### src/rtl/uart_xcvr.sv
// rtl/uart_xcvr.sv - UART transmitter/receiver with runtime frame format
// Define UART_LOOPBACK_EN to add the loopback port (TX line fed to RX, tx_out held high).
module uart_xcvr #(
  parameter int CLKS_PER_BIT = 16,
  parameter int DATA_W       = 8
) (
  input  logic                      clk,
  input  logic                      rst_n,
  input  logic [$clog2(DATA_W)-1:0] cfg_len,
  input  logic                      cfg_par_en,
  input  logic                      cfg_par_odd,
  input  logic                      cfg_stop2,
  input  logic [DATA_W-1:0]         tx_data,
  input  logic                      tx_start,
  output logic                      tx_out,
  output logic                      tx_busy,
`ifdef UART_LOOPBACK_EN
  input  logic                      loopback,
`endif
  input  logic                      rx_in,
  output logic [DATA_W-1:0]         rx_data,
  output logic                      rx_valid,
  output logic                      rx_par_err,
  output logic                      rx_frm_err
);

  localparam int CFGW = $clog2(DATA_W);
  localparam int LW   = CFGW + 1;
  localparam int CW   = $clog2(CLKS_PER_BIT);

  localparam logic [CW-1:0] CNT_ONE  = CW'(1);
  localparam logic [CW-1:0] CNT_LAST = CW'(CLKS_PER_BIT - 1);
  localparam logic [CW-1:0] CNT_HALF = CW'(CLKS_PER_BIT / 2 - 1);
  localparam logic [LW-1:0] LEN_ONE  = LW'(1);

  typedef enum logic [2:0] {IDLE, START, DATA, PARITY, STOP} state_t;

  // Frame length in bits: cfg_len+1, clamped to [5, DATA_W].
  function automatic logic [LW-1:0] eff_len(input logic [CFGW-1:0] c);
    int l;
    l = int'(c) + 1;
    if (l < 5) l = 5;
    if (l > DATA_W) l = DATA_W;
    return LW'(l);
  endfunction

  // Ones in the low l bit positions.
  function automatic logic [DATA_W-1:0] len_mask(input logic [LW-1:0] l);
    logic [DATA_W-1:0] m;
    m = '0;
    for (int i = 0; i < DATA_W; i++) m[i] = (i < int'(l));
    return m;
  endfunction

  logic [LW-1:0]     cfg_len_eff;
  logic [DATA_W-1:0] tx_data_m;

  assign cfg_len_eff = eff_len(cfg_len);
  assign tx_data_m   = tx_data & len_mask(cfg_len_eff);

  // ---------------- transmitter ----------------
  state_t            tx_state, tx_state_n;
  logic [CW-1:0]     tx_cnt;
  logic [LW-1:0]     tx_idx;
  logic [LW-1:0]     tx_len;
  logic [DATA_W-1:0] tx_shift;
  logic              tx_par_en, tx_stop2, tx_par;
  logic              tx_line, tx_bit_end;

  assign tx_bit_end = (tx_cnt == CNT_LAST);
  assign tx_busy    = (tx_state != IDLE);

  // TX next state and line level; tx_idx counts data bits, then stop bits.
  always_comb begin
    tx_state_n = tx_state;
    tx_line    = 1'b1;
    case (tx_state)
      IDLE:   if (tx_start) tx_state_n = START;
      START: begin
        tx_line = 1'b0;
        if (tx_bit_end) tx_state_n = DATA;
      end
      DATA: begin
        tx_line = tx_shift[0];
        if (tx_bit_end && tx_idx == tx_len - LEN_ONE)
          tx_state_n = tx_par_en ? PARITY : STOP;
      end
      PARITY: begin
        tx_line = tx_par;
        if (tx_bit_end) tx_state_n = STOP;
      end
      STOP:   if (tx_bit_end && (!tx_stop2 || tx_idx == LEN_ONE)) tx_state_n = IDLE;
      default: tx_state_n = IDLE;
    endcase
  end

  // TX state, bit timing and frame capture (payload and format frozen at start).
  always_ff @(posedge clk) begin
    if (!rst_n) begin
      tx_state  <= IDLE;
      tx_cnt    <= '0;
      tx_idx    <= '0;
      tx_len    <= '0;
      tx_shift  <= '0;
      tx_par_en <= 1'b0;
      tx_stop2  <= 1'b0;
      tx_par    <= 1'b0;
    end else begin
      tx_state <= tx_state_n;
      if (tx_state == IDLE) begin
        tx_cnt <= '0;
        tx_idx <= '0;
        if (tx_start) begin
          tx_len    <= cfg_len_eff;
          tx_shift  <= tx_data_m;
          tx_par_en <= cfg_par_en;
          tx_stop2  <= cfg_stop2;
          tx_par    <= (^tx_data_m) ^ cfg_par_odd;
        end
      end else begin
        tx_cnt <= tx_bit_end ? '0 : tx_cnt + CNT_ONE;
        if (tx_bit_end) begin
          if (tx_state == DATA) tx_shift <= tx_shift >> 1;
          tx_idx <= (tx_state_n == tx_state) ? tx_idx + LEN_ONE : '0;
        end
      end
    end
  end

  // ---------------- line routing ----------------
  logic rx_src;
`ifdef UART_LOOPBACK_EN
  assign rx_src = loopback ? tx_line : rx_in;
  assign tx_out = loopback ? 1'b1 : tx_line;
`else
  assign rx_src = rx_in;
  assign tx_out = tx_line;
`endif

  // ---------------- receiver ----------------
  logic rx_meta, rx_s;

  // Two-flop synchronizer; idles high so reset does not look like a start bit.
  always_ff @(posedge clk) begin
    if (!rst_n) begin
      rx_meta <= 1'b1;
      rx_s    <= 1'b1;
    end else begin
      rx_meta <= rx_src;
      rx_s    <= rx_meta;
    end
  end

  state_t            rx_state, rx_state_n;
  logic [CW-1:0]     rx_cnt;
  logic [LW-1:0]     rx_idx;
  logic [LW-1:0]     rx_len;
  logic [DATA_W-1:0] rx_shift;
  logic              rx_par_en, rx_odd, rx_pbit;
  logic              rx_sample;

  // Half a bit into START, then one full bit period per sample after that.
  assign rx_sample = (rx_state == START) ? (rx_cnt == CNT_HALF) : (rx_cnt == CNT_LAST);

  // RX next state; a high level at the START re-sample is a false start.
  always_comb begin
    rx_state_n = rx_state;
    case (rx_state)
      IDLE:   if (!rx_s) rx_state_n = START;
      START:  if (rx_sample) rx_state_n = rx_s ? IDLE : DATA;
      DATA: begin
        if (rx_sample && rx_idx == rx_len - LEN_ONE)
          rx_state_n = rx_par_en ? PARITY : STOP;
      end
      PARITY: if (rx_sample) rx_state_n = STOP;
      STOP:   if (rx_sample) rx_state_n = IDLE;
      default: rx_state_n = IDLE;
    endcase
  end

  // RX sampling, frame assembly and result/flag update on the first stop bit.
  always_ff @(posedge clk) begin
    if (!rst_n) begin
      rx_state   <= IDLE;
      rx_cnt     <= '0;
      rx_idx     <= '0;
      rx_len     <= '0;
      rx_shift   <= '0;
      rx_par_en  <= 1'b0;
      rx_odd     <= 1'b0;
      rx_pbit    <= 1'b0;
      rx_data    <= '0;
      rx_valid   <= 1'b0;
      rx_par_err <= 1'b0;
      rx_frm_err <= 1'b0;
    end else begin
      rx_state <= rx_state_n;
      rx_valid <= 1'b0;
      if (rx_state == IDLE) begin
        rx_cnt   <= '0;
        rx_idx   <= '0;
        rx_shift <= '0;
        if (!rx_s) begin
          rx_len    <= cfg_len_eff;
          rx_par_en <= cfg_par_en;
          rx_odd    <= cfg_par_odd;
        end
      end else begin
        rx_cnt <= rx_sample ? '0 : rx_cnt + CNT_ONE;
        if (rx_sample) begin
          case (rx_state)
            DATA: begin
              for (int i = 0; i < DATA_W; i++)
                if (i == int'(rx_idx)) rx_shift[i] <= rx_s;
              rx_idx <= rx_idx + LEN_ONE;
            end
            PARITY: rx_pbit <= rx_s;
            STOP: begin
              rx_valid   <= 1'b1;
              rx_data    <= rx_shift;
              rx_par_err <= rx_par_en & ((^rx_shift) ^ rx_pbit ^ rx_odd);
              rx_frm_err <= ~rx_s;
            end
            default: ;
          endcase
        end
      end
    end
  end

endmodule

### config.mk
export PLATFORM = sky130hd
export DESIGN_NAME = uart_xcvr
export DESIGN_NICKNAME = d
export VERILOG_FILES = /design/src/rtl/uart_xcvr.sv
export SDC_FILE = /design/constraint.sdc
export NUM_CORES = 1
export LEC_CHECK = 0
export CORE_UTILIZATION = 62
export DETAILED_ROUTE_END_ITERATION = 10
export GPL_TIMING_DRIVEN = 0
export HOLD_SLACK_MARGIN = 0.12
export MAX_ROUTING_LAYER = met4
export PLACE_DENSITY = 0.85
export SETUP_SLACK_MARGIN = 0.05
export SYNTH_ARGS = -nofsm -noshare
export SYNTH_HDL_FRONTEND = slang
export SYNTH_SLANG_ARGS = --single-unit
### constraint.sdc
create_clock -name clk -period 3 [get_ports clk]
set_clock_uncertainty 0.2 [all_clocks]
set_input_delay 0.6 -clock clk [delete_from_list [all_inputs] [get_ports clk]]
set_output_delay 0.6 -clock clk [all_outputs]
set_load 0.1 [all_outputs]
### Word level (Yosys, flattened, before mapping)

Cells that the tools add are included.

* reduce and logical (&&, ||, !) cells: 33
* magnitude comparators: 10
* equality and inequality tests: 28
* add/sub/neg operators: 7
* muxes and demuxes: 25
* bitwise logic cells: 9

Operators with widths (number)
* 2-to-1 mux 3 bit: 12
* AND reduction 3 bit: 11
* > comparator 32 x 5 -> 1 bit, second input constant: 1
* 2-to-1 mux 8 bit: 4
* one-hot mux 3 bit (5 select lines): 2
* adder 4 x 1 -> 4 bit, second input constant: 4
* equality test 4 bit, first input constant: 4
* < comparator 3 x 4 -> 1 bit, first input constant: 4
* XOR reduction 8 bit: 2
* equality test 3 x 2 -> 1 bit, second input constant: 4
* 2-to-1 mux 4 bit: 3
* != test 2 bit, second input constant: 6
* OR reduction 3 bit: 3
* AND 8 bit: 1
* equality test 3 x 4 -> 1 bit, first input constant: 2
* equality test 4 bit: 2
* equality test 4 bit, second input constant: 2
* < comparator 1 x 4 -> 1 bit, first input constant: 2
* < comparator 2 x 4 -> 1 bit, first input constant: 2
* subtractor 4 x 1 -> 4 bit, second input constant: 2
* equality test 3 x 1 -> 1 bit, second input constant: 2
* equality test 3 bit, second input constant: 2
* zero test 3 bit: 2
* AND reduction 2 bit: 3
* other kinds (20): 30

* flip-flop bits (word level): 65

### Longest topological paths before layout

Gate-level depths: netlist of run 1.

* word-level depth: 9
* gate-level depth with buffers: 7
* gate-level depth less buffers: 7

### Worst setup path after synthesis of run 1

No wires, ideal clock.

* kind: flip-flop to output port
* from: reg tx_state[0]
* to: out tx_out
* slack: -454 ps
* cell stages (with the launch flop): 5
* arrival time: 2654 ps
* path buffers: 1
* cells stage by stage: dfxtp_1 -> buf_2 -> inv_1 -> a21oi_1 -> o21ai_0

* longest elaborated chain between the ends: 2

Ends and longest elaborated chain
* start: declaration: RTL line 62 `state_t tx_state, tx_state_n;`
* start signal: assignment: RTL line 109 `tx_state <= tx_state_n;`
* equality test 3 x 2 -> 1 bit or equality test 3 x 1 -> 1 bit (tied branches): RTL line 77 `case (tx_state)`
* one-hot mux 1 bit (3 select lines) *: RTL line 77
* end: declaration: RTL line 15 `output logic tx_out,`

Every way passes the cells marked *; elsewhere a longest branch is shown, timed or not.

### Worst setup path in the final report of run 1

Ends and elaborated chain as after synthesis.

==> impl_metrics.toml, run 1 <==
[sta]
fin_setup_tns_ns = 0
hold_ws_ns = 0.217
hold_viol = 0
fin_crit_sh = 0.919
rsz0062_at_grt = "false"
tightest_slew_ns = 0.969
min_period_ns = 2.76
finalSetupViolations = 0
max_freq_mhz = 363
maxSlewViolCount = 0
relSlewSlack = 0.352

[cells_and_area]
layout.cells.non_filler = 490
final_nets = 445
drive_gt1_frac = 0.0881
antenna-diode-count = 0
nFillCells = 398
area_growth_pct = 19.1

[placement]
placedCellCount = 474
port_buffers = 30
hpwlAfterDp_mm = 5.08
gp_congestion = 0.923

[power_and_ir_drop]
p_clk_frac = 0.448
p_leak_nw = 1.51
combPwrFrac = 0.122
netSwitchingFraction = 0.242
peakVddDrop_mv = 0.335
intPower_mw = 1.60
p_per_area_nw_per_um2 = 531
p_seq_frac = 0.430
p_switching_mw = 0.509

[routing]
routed_via_density = 5.69
wl_per_cell_um = 15.3
first_pass_iters = 5
wirelength_mm = 7.50
drcViolationCount = 0
drtIter0Drc = 211
vias = 2786
ant_nets = 0

[critical_path]
cp_cell_sequence = "buf_2, inv_1, a21oi_1, o21ai_1, dlygate4sd2_1"
critical_path.max_stage_delay_ns = 0.87
worstPathMaxFanout = 10
start_kind = "register"
ff2ff_path_depth = 7
endpoint_kind = "primary output"
cp_data_required_time_ns = 2.20
slowest_stage = "dlygate4sd2_1"
crit_type = "register to primary output"
arrival_ns = 1.96

[global_route]
grt_usage = 0.307
grt_max_degree = 12
antenna_found_initial = 0
grt_pass1_vias = 2603
globalRouteOverflowTotal = 0
grt_pass1_wl_mm = 12.3

[synthesis]
yosysUniqueCellTypes = 51
ys_warn_count = 0
async_flop_share = 0
netlist_area_sq_um = 3330
syn_avg_cell_area_sq_um = 8.90
synth_ff_type = "dfxtp_1"
synth_fa_ha_area_frac = 0.0451
synth_compound_area_frac = 0.106
ys_ff_latch = 65
synth_top_area_frac = 0.391
synthSimpleGateAreaFrac = 0.234
synth_mux_area_frac = 0.0756
synth-xor-area-share = 0.102
synth.area.top_cells = "dfxtp_1 (39%), mux2i_1 (7.2%), nor2_1 (5.8%)"
synth_edf_count = 0
ys_seq_area_frac = 0.391
synth_nets = 404
synthCells = 374
synth_top_family_by_area = "simple AND/OR/NAND/NOR gates"
yosysTopAreaCell = "dfxtp_1"

[clock_tree]
cts_num_sinks = 65
root_buffer = "clkbuf_8"
cts_tree = "done"
cts-buffers-inserted = 9
clkLatencyLatePin_ns = 0.34
clk_path_buf_depth = 2
h-tree-depth = 3
cts.clk_slew.worst_paths_ns = 0.07

[floorplan]
fp.dieW_um = 75.3
io_pins = 31
row_count = 26
start_util = 0.647
core_area_sq_um = 5140
fp.dieArea_sq_um = 5660
fp.dieH_um = 75.3

[run_status]
outcome = "finished clean"

[worst_hold_path]
min_path_cells = 1
hold_path_class = "register to register"

[job]
maxCapViolations = 0
[cell usage in the layout (no fill, tap or decap), types with 2 or more instances in the layout]
cell,synthesis,final
nor4_1,3,3
bufinv_16,0,3
nor2b_1,2,2
nor3_1,12,12
and2_1,3,3
o31a_1,2,2
xnor2_1,21,21
o31ai_1,5,5
a21oi_1,18,18
buf_2,6,7
inv_1,15,15
a211oi_1,2,2
nor3b_1,4,4
xnor3_1,3,3
a31oi_1,3,3
and3_1,2,2
ha_1,12,12
nor2_1,51,51
nand2_1,31,31
clkbuf_8,0,11
nor4_2,2,2
buf_6,2,2
o21ai_0,10,9
xor2_1,10,10
nand3_1,15,15
nor4bb_1,2,2
buf_4,2,2
dfxtp_1,65,65
nand4b_1,4,4
clkdlybuf4s50_1,0,28
a311oi_1,6,6
o21ai_1,1,2
nand2b_1,9,9
clkbuf_1,7,8
mux2i_1,24,24
nand4_1,2,2
[repair_timing]
action,4_1_cts,5_1_grt
setup buffers,0,0
hold endpoints to repair,0,0
hold buffers,0,0
setup endpoints to repair,2,1
pin swaps,0,0
gates resized for setup,4,2
[sequential cells by signal (all words and copies together), names as in the netlist, 3 cells and up]
register	cells
rx_len	4
rx_shift	8
tx_cnt	4
rx_idx	4
rx_state	3
tx_len	4
rx_cnt	4
tx_shift	8
tx_state	3
tx_idx	4
rx_data	8
[cell type report]
cell class | count | area, sq um | area share
Tap cell | 70 | 87.6 | 0.0221
Buffer | 17 | 93.8 | 0.0237
Clock buffer | 12 | 155 | 0.0392
Timing Repair Buffer | 30 | 294 | 0.0742
Multi-Input combinational cell | 276 | 1870 | 0.472
Sequential cell | 65 | 1300 | 0.328
Clock inverter | 4 | 98.8 | 0.0249
Inverter | 16 | 60.1 | 0.0152
[layer usage]
metal	GRT usage	share of wire
met1	0.387	0.46
met2	0.471	0.47
met3	0.0790	0.047
met4	0.123	0.020
met5	-	0
[final timing paths]
path	from	end	slack, ns
worst max-delay path	tx_state[0]	tx_out	0.24
worst min-delay path	rx_meta	rx_s	0.22
worst max register to register	rx_cnt[0]	rx_shift[5]	0.88
worst min register to register	rx_meta	rx_s	0.22
[logic make-up after synthesis]
group / after synthesis
buffers and inverters: 33
xor gates and xnor gates: 34
muxes: 25
AOI/OAI and AO/OA: 54
DFF: 65
adders and majority gates: 12
and+or+nand+nor: 151
[worst max-delay path, delay by kind of cell (launching register included)]
kind / cells / cell delay, ns
AOI/OAI and AO/OA: 2 / 0.20
buffers and inverters: 3 / 1.12
DFF: 1 / 0.30
[power groups by stage]
| stage | combinational, mW | sequential [mW] | clock (mW) |
|---|---|---|---|
| after floorplan | 0.181 | 0.920 | 0 |
| after global placement | 0.248 | 0.923 | 0 |
| after detailed placement | 0.254 | 0.924 | 0 |
| after CTS | 0.257 | 0.905 | 0.941 |
| after global routing | 0.283 | 0.908 | 0.989 |
| final | 0.257 | 0.905 | 0.942 |
[cell usage after synthesis (2+ instances only)]
cell / n
o31ai_1: 5
mux2i_1: 24
a311oi_1: 6
buf_2: 6
and3_1: 2
nor4_2: 2
nor3_1: 12
xor2_1: 10
and2_1: 3
nor3b_1: 4
a211oi_1: 2
nor4_1: 3
a21oi_1: 18
nand4b_1: 4
inv_1: 15
ha_1: 12
nor4bb_1: 2
xnor3_1: 3
buf_6: 2
nor2_1: 51
clkbuf_1: 7
o21ai_0: 10
nand2b_1: 9
buf_4: 2
a31oi_1: 3
o31a_1: 2
nand2_1: 31
dfxtp_1: 65
xnor2_1: 21
nand3_1: 15
nand4_1: 2
nor2b_1: 2
[stage by stage]
step	instance area [sq um]	total power [mW]	utilization	setup WS, ns
after global routing	3960	2.18	0.771	0.162
after global placement	3710	1.17	0.723	-0.0312
final	3960	2.10	0.771	0.244
after floorplan	3330	1.10	-	0.303
after detailed placement	3710	1.18	0.723	-0.0581
after CTS	3970	2.10	0.772	0.161
No activity file was read; power rests on OpenSTA's default activity.
==> run 2, diff against run 1 <==
--- a/config.mk
+++ b/config.mk
@@ -5,12 +5,13 @@
 export SDC_FILE = /design/constraint.sdc
 export NUM_CORES = 1
 export LEC_CHECK = 0
-export CORE_UTILIZATION = 62
+export CORE_UTILIZATION = 64
+export CTS_BUF_LIST = sky130_fd_sc_hd__clkbuf_8
 export DETAILED_ROUTE_END_ITERATION = 10
 export GPL_TIMING_DRIVEN = 0
 export HOLD_SLACK_MARGIN = 0.12
 export MAX_ROUTING_LAYER = met4
-export PLACE_DENSITY = 0.85
+export PLACE_DENSITY = 0.88
 export SETUP_SLACK_MARGIN = 0.05
 export SYNTH_ARGS = -nofsm -noshare
 export SYNTH_HDL_FRONTEND = slang
==> impl_metrics.toml, run 2 (synthesis results as in run 1) <==
[global_route]
grt_max_degree = 11
globalRouteOverflowTotal = 0
grt_pass1_wl_mm = 12.5
grt_pass1_vias = 2677
antenna_found_initial = 0
grt_usage = 0.318

[clock_tree]
cts.clk_slew.worst_paths_ns = 0.07
clkLatencyLatePin_ns = 0.35
post_cts_buffers = 0
clk_path_buf_depth = 2
cts_tree = "done"
h-tree-depth = 3
cts_hold_buf = 0
cts_num_sinks = 65
root_buffer = "clkbuf_8"
cts-buffers-inserted = 9

[routing]
drcViolationCount = 0
wirelength_mm = 7.66
first_pass_iters = 5
vias = 2854
ant_nets = 0
routed_via_density = 5.86
drtIter0Drc = 292
wl_per_cell_um = 15.7

[sta]
rsz0062_at_grt = "false"
fin_crit_sh = 0.956
relSlewSlack = 0.348
maxSlewViolCount = 0
tightest_slew_ns = 0.975
fin_setup_tns_ns = 0
finalWorstSetupSlack_ns = 0.133
finalSetupViolations = 0
max_freq_mhz = 349
min_period_ns = 2.87
hold_viol = 0

[floorplan]
row_count = 25
start_util = 0.686
fp.dieArea_sq_um = 5490
core_area_sq_um = 4850
io_pins = 31
fp.dieW_um = 74.1
fp.dieH_um = 74.1

[placement]
gp_congestion = 0.886
hpwlAfterDp_mm = 5.30
port_buffers = 30
place_ws_ns = -0.0589

[critical_path]
worstPathMaxFanout = 10
arrival_ns = 2.07
start_kind = "register"
cp_data_required_time_ns = 2.20
endpoint_kind = "primary output"
crit_type = "register to primary output"

[cells_and_area]
area_growth_pct = 17.3
largestRegisters = "rx_data x8, rx_shift x8, tx_shift x8"
drive_gt1_frac = 0.0881
final_nets = 445
final_common_cell = "dfxtp_1"
antenna-diode-count = 0
layout_common_cells = "dfxtp_1 (65), nor2_1 (51), nand2_1 (31)"

[run_status]
outcome = "finished clean"

[power_and_ir_drop]
p_per_area_nw_per_um2 = 482
p_leak_nw = 1.49
peakVddDrop_mv = 0.330

[worst_hold_path]
hold_path_class = "register to register"

[job]
maxCapViolations = 0
==> run 2: critical path: stages, from the launching register on <==
cell	delay, ns
dfxtp_1	0.31
buf_2	0.20
nor3_1	0.09
inv_1	0.08
clkbuf_1	0.42
clkdlybuf4s18_2	0.62
==> run 2: path summary, 6_finish.rpt <==
path | to | slack (ns) | cells past startpoint | startpoint
worst max-delay path | tx_busy | 0.13 | 5 | tx_state[0]
worst min-delay path | rx_s | 0.22 | 1 | rx_meta
worst max register to register | rx_shift[3] | 0.86 | 7 | rx_cnt[0]
worst min register to register | rx_s | 0.22 | 1 | rx_meta
==> run 2: per-stage QoR <==
| step | instances | total power [mW] | area, sq um | utilization | hold slack [ns] |
|---|---|---|---|---|---|
| floorplan | 374 | 1.10 | 3330 | - | 0.186 |
| global placement | 471 | 1.17 | 3710 | 0.765 | 0.196 |
| detailed placement | 471 | 1.18 | 3710 | 0.765 | 0.211 |
| CTS | 487 | 1.88 | 3900 | 0.805 | 0.228 |
| global route | 487 | 1.95 | 3900 | 0.805 | 0.236 |
| finish | 487 | 1.88 | 3900 | 0.805 | 0.223 |
==> run 2: metal layers <==
metal	vias up	part of all wire	global-route usage
met5	-	0	-
met4	0	0.020	0.137
met3	18	0.058	0.0989
met2	108	0.48	0.496
met1	1350	0.44	0.378
li1	1378	-	-
==> run 2: where the power goes <==
part           switching, mW  internal [mW]
logic                  0.152          0.109
registers             0.0167          0.889
clock network          0.329          0.385
==> run 2: layout make-up <==
type	instances	area (sq um)
multi-input cells	276	1870
inverters	16	60.1
well taps	67	83.8
flip-flops and latches	65	1300
fillers	318	946
repair buffers	30	299
clock inverters	3	13.8
clock buffers	13	179
plain buffers	17	93.8
==> run 2: timing repair <==
item / 4_1_cts / 5_1_grt
endpoints found under the setup margin: 2 / 1
resized for setup: 4 / 1
pin swaps: 0 / 0
==> run 3, diff against run 2 <==
--- a/config.mk
+++ b/config.mk
@@ -5,14 +5,15 @@
 export SDC_FILE = /design/constraint.sdc
 export NUM_CORES = 1
 export LEC_CHECK = 0
-export CORE_UTILIZATION = 64
+export CORE_UTILIZATION = 30
 export CTS_BUF_LIST = sky130_fd_sc_hd__clkbuf_8
 export DETAILED_ROUTE_END_ITERATION = 10
+export DONT_BUFFER_PORTS = 1
 export GPL_TIMING_DRIVEN = 0
 export HOLD_SLACK_MARGIN = 0.12
 export MAX_ROUTING_LAYER = met4
-export PLACE_DENSITY = 0.88
 export SETUP_SLACK_MARGIN = 0.05
+export SKIP_CTS_REPAIR_TIMING = 1
 export SYNTH_ARGS = -nofsm -noshare
 export SYNTH_HDL_FRONTEND = slang
 export SYNTH_SLANG_ARGS = --single-unit
==> impl_metrics.toml, run 3 (synthesis results as in run 1) <==
[global_route]
globalRouteOverflowTotal = 0
grt_pass1_wl_mm = 12.8
grt_pass1_vias = 2582
antenna_found_initial = 0
grt_usage = 0.148
grt_max_degree = 13

[power_and_ir_drop]
netSwitchingFraction = 0.249
p_per_area_nw_per_um2 = 550
p_switching_mw = 0.515
p_leak_nw = 1.40
peakVddDrop_mv = 0.190
combPwrFrac = 0.109
power.total_mw = 2.07
p_seq_frac = 0.437
intPower_mw = 1.55
p_clk_frac = 0.454

[sta]
finalSetupViolations = 0
max_freq_mhz = 383
tightest_slew_ns = 1.09
hold_viol = 0
rsz0062_at_grt = "false"
maxSlewViolCount = 0
relSlewSlack = 0.271
min_period_ns = 2.61
fin_crit_sh = 0.870
fin_setup_tns_ns = 0

[clock_tree]
h-tree-depth = 3
cts.clk_slew.worst_paths_ns = 0.07
cts_num_sinks = 65
clk_path_buf_depth = 2
root_buffer = "clkbuf_8"
cts-buffers-inserted = 9
cts_tree = "done"
clkLatencyLatePin_ns = 0.35

[critical_path]
critical_path.max_stage_delay_ns = 0.87
start_kind = "register"
r2r_slack_ns = 0.85
ff2ff_path_depth = 7
arrival_ns = 1.81
cp_cell_sequence = "buf_2, inv_1, a21oi_1, o21ai_2"
slowest_stage = "o21ai_2"
endpoint_kind = "primary output"
crit_type = "register to primary output"
worstPathMaxFanout = 10
cp_data_required_time_ns = 2.20

[routing]
vias = 2562
drcViolationCount = 0
wirelength_mm = 7.53
first_pass_iters = 4
ant_nets = 0
routed_via_density = 4.83
drtIter0Drc = 126
wl_per_cell_um = 14.2

[floorplan]
fp.dieArea_sq_um = 11500
core_area_sq_um = 10800
io_pins = 31
start_util = 0.307
fp.dieW_um = 107
fp.dieH_um = 107
row_count = 38

[cells_and_area]
largestRegisters = "rx_data x8, rx_shift x8, tx_shift x8"
fin_area_sq_um = 3760
drive_gt1_frac = 0.100
final_nets = 415
layout_common_cells = "dfxtp_1 (65), nor2_1 (51), nand2_1 (31)"
area_growth_pct = 13.0
antenna-diode-count = 0
final_common_cell = "dfxtp_1"

[worst_hold_path]
min_path_cells = 1
hold_path_class = "input pin to register"

[placement]
gp_congestion = 0.833
hpwlAfterDp_mm = 5.58
dpl_cell_area_sq_um = 3510
port_buffers = 0

[run_status]
outcome = "finished clean"

[job]
maxCapViolations = 0
## run 3: critical path: cells and delay by family, from the launching register on
kind	cells	cell delay, ns
flip-flops	1	0.30
buffers and inverters	2	0.25
AO/OA/AOI/OAI	2	0.92
## run 3: cell type report
class | instances | area [sq um]
clock inverter | 6 | 115
clock buffer | 10 | 138
fill | 1125 | 7080
sequential | 65 | 1300
buffer | 17 | 95.1
tap | 140 | 175
multi-input combinational | 276 | 1880
inverter | 16 | 60.1
## run 3: power groups by stage
stage	Combinational [mW]	Clock [mW]	Sequential (mW)
finish	0.225	0.939	0.905
CTS	0.226	0.954	0.905
detailed placement	0.225	0	0.925
global placement	0.221	0	0.924
global route	0.250	1.00	0.908
floorplan	0.181	0	0.920
## run 3: per-stage QoR
step | instances | setup slack (ns) | util | hold slack (ns)
after global routing | 530 | 0.315 | 0.347 | 0.156
after global placement | 514 | 0.223 | 0.323 | 0.199
after detailed placement | 514 | 0.700 | 0.324 | 0.209
final | 530 | 0.391 | 0.347 | 0.169
after floorplan | 374 | 0.303 | - | 0.186
after CTS | 530 | 0.371 | 0.347 | 0.155
## run 3: layer usage
metal | track usage | share of wire
met5 | - | 0
met4 | 0.0470 | 0.010
met3 | 0.0484 | 0.071
met2 | 0.223 | 0.43
met1 | 0.187 | 0.48
## run 3: final timing paths
kind,to,startpoint
setup / recovery,tx_out,tx_state[0]
hold / removal,rx_meta,rx_in
setup reg to reg,rx_shift[5],rx_cnt[0]
hold reg to reg,rx_s,rx_meta
